==> src/rtl/fc_layer_sequencer.sv <==
// Job engine for one fully-connected layer pass: issues weight rows, lines up accumulator
// controls with the weight-memory read latency, then strobes activation and signals done.
module fc_layer_sequencer #(
   parameter int INPUT_NODES = 100,
   parameter int ADDR_WIDTH  = 8,
   parameter int MEM_LATENCY = 1
) (
   input  logic                  clk,
   input  logic                  reset,
   input  logic                  start,
   input  logic                  abort,
   output logic                  busy,
   output logic                  done,
   output logic                  mem_en,
   output logic [ADDR_WIDTH-1:0] mem_addr,
   output logic [ADDR_WIDTH-1:0] in_sel,
   output logic                  acc_en,
   output logic                  acc_clear,
   output logic                  act_en
);

   typedef enum logic [2:0] {IDLE, ISSUE, DRAIN, ACT, DONE} state_t;

   typedef struct packed {
      logic                  en;
      logic [ADDR_WIDTH-1:0] addr;
      logic                  first;
   } beat_t;

   localparam logic [ADDR_WIDTH-1:0] LAST_ADDR  = ADDR_WIDTH'(INPUT_NODES - 1);
   localparam logic [1:0]            LAST_DRAIN = 2'(MEM_LATENCY - 1);

   state_t                state, state_nxt;
   logic [1:0]            drain_cnt, drain_cnt_nxt;
   logic                  busy_nxt, done_nxt, mem_en_nxt, act_en_nxt;
   logic [ADDR_WIDTH-1:0] mem_addr_nxt;
   beat_t                 pipe [MEM_LATENCY];
   logic                  flush;

   // Next state and the registered outputs for the following cycle.
   // NOTE: every always_comb output gets a default first, so no path can infer a latch.
   always_comb begin
      state_nxt     = state;
      drain_cnt_nxt = drain_cnt;
      busy_nxt      = 1'b0;
      done_nxt      = 1'b0;
      mem_en_nxt    = 1'b0;
      act_en_nxt    = 1'b0;
      mem_addr_nxt  = '0;
      case (state)
         IDLE: begin
            if (start && !abort) begin
               state_nxt  = ISSUE;
               mem_en_nxt = 1'b1;
               busy_nxt   = 1'b1;
            end
         end
         ISSUE: begin
            if (abort) begin
               state_nxt = IDLE;
            end else if (mem_addr == LAST_ADDR) begin
               state_nxt     = DRAIN;
               drain_cnt_nxt = '0;
               busy_nxt      = 1'b1;
            end else begin
               mem_en_nxt   = 1'b1;
               mem_addr_nxt = mem_addr + 1'b1;
               busy_nxt     = 1'b1;
            end
         end
         DRAIN: begin
            if (abort) begin
               state_nxt = IDLE;
            end else begin
               busy_nxt = 1'b1;
               if (drain_cnt == LAST_DRAIN) begin
                  state_nxt  = ACT;
                  act_en_nxt = 1'b1;
               end else begin
                  drain_cnt_nxt = drain_cnt + 2'd1;
               end
            end
         end
         ACT: begin
            if (abort) begin
               state_nxt = IDLE;
            end else begin
               state_nxt = DONE;
               done_nxt  = 1'b1;
               busy_nxt  = 1'b1;
            end
         end
         default: state_nxt = IDLE;
      endcase
   end

   // NOTE: sequential state uses non-blocking assignments so all flops update together.
   always_ff @(posedge clk or posedge reset) begin
      if (reset) begin
         state     <= IDLE;
         drain_cnt <= '0;
         busy      <= 1'b0;
         done      <= 1'b0;
         mem_en    <= 1'b0;
         mem_addr  <= '0;
         act_en    <= 1'b0;
      end else begin
         state     <= state_nxt;
         drain_cnt <= drain_cnt_nxt;
         busy      <= busy_nxt;
         done      <= done_nxt;
         mem_en    <= mem_en_nxt;
         mem_addr  <= mem_addr_nxt;
         act_en    <= act_en_nxt;
      end
   end

   assign flush = abort && busy;

   // Latency pipe; mem_addr is 0 whenever mem_en is low, so in_sel idles at 0 for free.
   // NOTE: the pipe is only a few flops and must come up empty, so it is reset like any other state.
   always_ff @(posedge clk or posedge reset) begin
      if (reset) begin
         for (int i = 0; i < MEM_LATENCY; i++) pipe[i] <= '0;
      end else if (flush) begin
         for (int i = 0; i < MEM_LATENCY; i++) pipe[i] <= '0;
      end else begin
         pipe[0] <= '{en: mem_en, addr: mem_addr, first: mem_en && (mem_addr == '0)};
         for (int i = 1; i < MEM_LATENCY; i++) pipe[i] <= pipe[i-1];
      end
   end

   assign acc_en    = pipe[MEM_LATENCY-1].en;
   assign in_sel    = pipe[MEM_LATENCY-1].addr;
   assign acc_clear = pipe[MEM_LATENCY-1].first;

endmodule

==> config.mk <==
export PLATFORM = sky130hd
export DESIGN_NAME = fc_layer_sequencer
export DESIGN_NICKNAME = d
export VERILOG_FILES = /design/src/rtl/fc_layer_sequencer.sv
export SDC_FILE = /design/constraint.sdc
export NUM_CORES = 1
export LEC_CHECK = 0
export ABC_AREA = 1
export CORE_UTILIZATION = 25
export CTS_BUF_LIST = sky130_fd_sc_hd__clkbuf_8
export DETAILED_ROUTE_END_ITERATION = 7
export PLACE_DENSITY_LB_ADDON = 0.2
export SYNTH_ARGS = -nofsm -noshare
export SYNTH_HDL_FRONTEND = slang
export SYNTH_SLANG_ARGS = --single-unit
==> constraint.sdc <==
create_clock -name clk -period 1.71 [get_ports clk]
set_clock_uncertainty 0.1 [all_clocks]
set_input_delay 0.2565 -clock clk [delete_from_list [all_inputs] [get_ports clk]]
set_output_delay 0.2565 -clock clk [all_outputs]
set_load 0.1 [all_outputs]
==> results.md, run 1 <==
- The die is 71.6 microns wide.
- The warning count from the yosys run is 0.
- The number of filler instances in the final layout is around 450.
- The total DRC errors in the routed layout is 0.
- In this run the power spent charging and discharging nets is 1050 uW.
- The ratio of cells with drive above 1 in the final layout is 0.291.
- At the end of the flow, the number of nets in the layout was ~170.
- Summed over all failing endpoints, the final setup total negative slack is 0 ns.
- Gates resized during post-CTS repair numbered 0.
- The via count of the first global-routing pass came to between 900 and 1,000.
- The switching share of total power is 0.451.
- Setup violations remaining at the end of the flow were counted as 0.
- The startpoint type of the worst setup path is a flip-flop.
- The power density normalized to cell area is roughly 1300 nW/um^2.
- The wire length of the first global-routing pass is 4170 microns.
- The number of max-cap violations is 0.
- The average wire per standard cell is ~11 microns.
- The critical path goes through ha_1 -> nand3_4 -> o21ai_2 -> o21ai_0.
- The die covers 5130 sq um.
- The congestion estimate from routability-driven global placement came to 0.859.
- The smallest clock period supported by the final layout is computed as 1.49 ns.
- The netlist uses 23 different library cells.
- The HPWL after detailed placement is approximately 1800 microns.
- CTS built an H-tree with a depth of 1.
- The total area inside the core boundary comes to roughly 4500 sq um.
- The number of flops mapped to enable cells by yosys is 0.
- In this run the post-CTS setup repair buffer count came out at 0.
- The flow ran to the end, and the final reports show no timing, DRC or antenna violations.
- The slowest stage of the critical path belongs to the cell sky130_fd_sc_hd__dfrtp_4.
- The share of power burned in registers is 0.357.
- In the global route stage, met2 resource usage came out at 0.177.
- After detailed placement, the design holds a cell count of about 210.
- The met1 layer usage reported by global route is 0.125.
- The number of hold buffers added after cts is 0.
- The internal portion of the total power is ~1300 uW.
- The deepest clock path buffer count is 2.
- The share of the clock period used by the worst path is 0.871.
- In this run the most used layer during global routing was met2.
- Of the total power, combinational logic draws 0.483.
- TritonCTS built the clock tree.
- The starting utilization of the core area is 0.269.
- Relative to the synthesized area, the layout overhead comes to 50.4%.
- In the synthesized netlist the async set-or-reset flop fraction comes to 1.00.
- The required time at the endpoint of the critical path is 1.76 ns.
- The count of final max-slew check failures was 0.
- The sequential element share of the synthesized area is 0.557.
- The clock share of power is 0.160.
- Counting both buffers and inverters, the worst setup path holds a total of 0.
- The total wire length is between 2000 and 2500 microns.
- The hold violation total from the final report is 0.
- The register bit count reported by yosys is 27.
- For met3 alone, demand over resource in global routing was 0.0267.
- The post-synthesis net count is 142.
- The count of non-filler cells in the finished layout is approximately 220.
- The number of clock buffers added by TritonCTS is 3.
- Pin placement for this block handled 26 I/O pins.
- The per-instance average area after synthesis is between 9 and 10 sq um.
- The number of buffers added on ports is 25.
- The antenna cell count is 0.
- Among all flip-flop cells after synthesis, the most frequent one is sky130_fd_sc_hd__dfrtp_1.
- The number of detailed-routing iterations run before antenna repair is 4.
- The number of nets still failing antenna checks after routing is 0.
- The later pin in the worst-skew pair is clocked with a latency of between 0.2 and 0.3 ns.
- The worst setup path is captured at a flip-flop.
- The largest fanout of any net on the critical path is 7.
- Across all hold checks on the routed design, the worst slack comes to ~0.22 ns.
- Setup repair after global routing left no endpoint under its margin.
- The normalized max-slew margin is 0.780.
- The mapped netlist covers about 1200 sq um.
- Once layout is complete, the utilization of the core stands at 0.405.
- For the pin with the worst max-slew slack, the measured transition is roughly 0.33 ns.
- Among cell families on the critical path, the largest total delay comes from flip-flops.
- The cell sitting at the root of the clock tree is a sky130_fd_sc_hd__clkbuf_8.
- The number of instances in the synthesized netlist is around 130.
- The number of rows created at floorplan is 24.
- Based on the critical path, the design can be clocked at up to 671 MHz.
- After clock tree synthesis, the clock-pin slew on the worst setup and hold paths is 0.10 ns.
- The data arrival time at the worst-slack endpoint is about 1.5 ns.
- The routed layout has 950 vias.
- Dividing the detail-routed via count by the number of cells gives approximately 4.4.
- The worst hold path belongs to the class in -> async.
- The first routing iteration left 57 violations.
- The global-route usage over all layers is 0.102.
- The maximum vdd drop is between 0.7 and 0.8 mV.
- The total overflow left after global routing is 0.
- The number of sinks handled by clock tree synthesis is 27.
- The maximum cell stage delay along the critical path is approximately 0.48 ns.
- The die is a little over 70 microns tall.
- Entering global routing, the biggest net connects 28 pins.
- The leakage component of the power is between 0.0008 and 0.0009 uW.
- The number of antenna violations at the first check in global routing is 0.
- The start-to-end type of the worst setup path is reg -> reg.
## power by group through the flow
stage	Combinational (uW)	Sequential, uW	Clock [uW]
finish	1130	834	374
detailed placement	1130	847	0
global placement	1130	845	0
CTS	1130	836	391
global route	1190	846	407
floorplan	272	1290	0
## per-layer routing
metal / up-vias / routed length, microns
li1: 472 / -
met1: 438 / 1120
met2: 36 / 1090
met3: 4 / 144
met4: 0 / 25
met5: - / 0
## Yosys cell counts, types with 2 or more instances
library cell / number / area share
sky130_fd_sc_hd__inv_1: 19 / 0.059
sky130_fd_sc_hd__nor2_1: 26 / 0.080
sky130_fd_sc_hd__o21ai_0: 2 / 0.0083
sky130_fd_sc_hd__inv_2: 2 / 0.0062
sky130_fd_sc_hd__nand3_1: 5 / 0.021
sky130_fd_sc_hd__nand2_2: 2 / 0.010
sky130_fd_sc_hd__dfrtp_1: 27 / 0.56
sky130_fd_sc_hd__nor2_2: 2 / 0.010
sky130_fd_sc_hd__nand4_1: 2 / 0.010
sky130_fd_sc_hd__nor2_4: 3 / 0.028
sky130_fd_sc_hd__nand2_1: 28 / 0.087
sky130_fd_sc_hd__a21oi_1: 2 / 0.0083
sky130_fd_sc_hd__ha_1: 4 / 0.041
## tightest hold or removal path, stage by stage
cell	delay [ns]
sky130_fd_sc_hd__clkdlybuf4s50_1	0.39
sky130_fd_sc_hd__inv_1	0.05
sky130_fd_sc_hd__buf_4	0.31
## layout by cell type, fill, tap and decap left out, drive strengths merged
| cell type | synthesis | final |
|---|---|---|
| o21ai | 4 | 4 |
| a21oi | 2 | 2 |
| clkbuf | 0 | 3 |
| clkdlybuf4s50 | 0 | 3 |
| nand2 | 30 | 30 |
| xnor2 | 1 | 1 |
| nand3 | 7 | 7 |
| clkinvlp | 0 | 1 |
| dfrtp | 27 | 27 |
| ha | 4 | 4 |
| inv | 21 | 21 |
| o21a | 1 | 1 |
| nor3 | 1 | 1 |
| buf | 0 | 24 |
| nor4 | 1 | 1 |
| nand4 | 2 | 2 |
| a31oi | 1 | 1 |
| o22ai | 1 | 1 |
| nor2 | 31 | 31 |
## stage by stage
stage | setup slack, ns | total power [uW] | instance area (sq um)
after floorplan | -0.0120 | 1560 | 1220
after detailed placement | 0.0898 | 1980 | 1770
after global routing | 0.0864 | 2440 | 1820
after CTS | 0.206 | 2360 | 1820
after global placement | 0.122 | 1980 | 1770
final | 0.221 | 2340 | 1820
## cell type report
type                       count  area, sq um  share of cell area
sequential                    27          687               0.377
inverter                      21         78.8              0.0432
clock inverter                 1         7.51             0.00412
clock buffer                   3         41.3              0.0226
multi-input combinational     86          458               0.251
timing repair buffer          27          485               0.266
tap                           52         65.1              0.0357
## state kept, by name, indices dropped and copies added, names as in the netlist
name / count
in_sel: 8
acc_en: 1
drain_cnt: 2
state: 3
mem_addr: 8
busy: 1
acc_clear: 1
done: 1
mem_en: 1
act_en: 1
## final timing paths
kind	endpoint	slack, ns	cells past startpoint	startpoint
min reg2reg	drain_cnt[1]	0.38	2	drain_cnt[1]
min	state[0]	0.22	3	reset
max in group asynchronous	mem_addr[0]	1.01	3	reset
min in group clk	drain_cnt[1]	0.38	2	drain_cnt[1]
max	mem_en	0.22	4	mem_addr[0]
max reg2reg	mem_en	0.22	4	mem_addr[0]
## logic make-up after synthesis
group / Yosys count / synth area share
xor gates and xnor gates: 1 / 0.00723
buffers and inverters: 21 / 0.0650
AOI/OAI and AO/OA: 9 / 0.0506
DFF: 27 / 0.557
adders and majority gates: 4 / 0.0413
and+or+nand+nor: 72 / 0.279
Note: power is estimated with default switching activity, not from simulation.
==> run 2, diff against run 1 <==
HOLD_SLACK_MARGIN = 0.03   (was not set)
==> results of run 2 <==
Same layout as run 1: the final DEF is identical, and so are final timing and power.
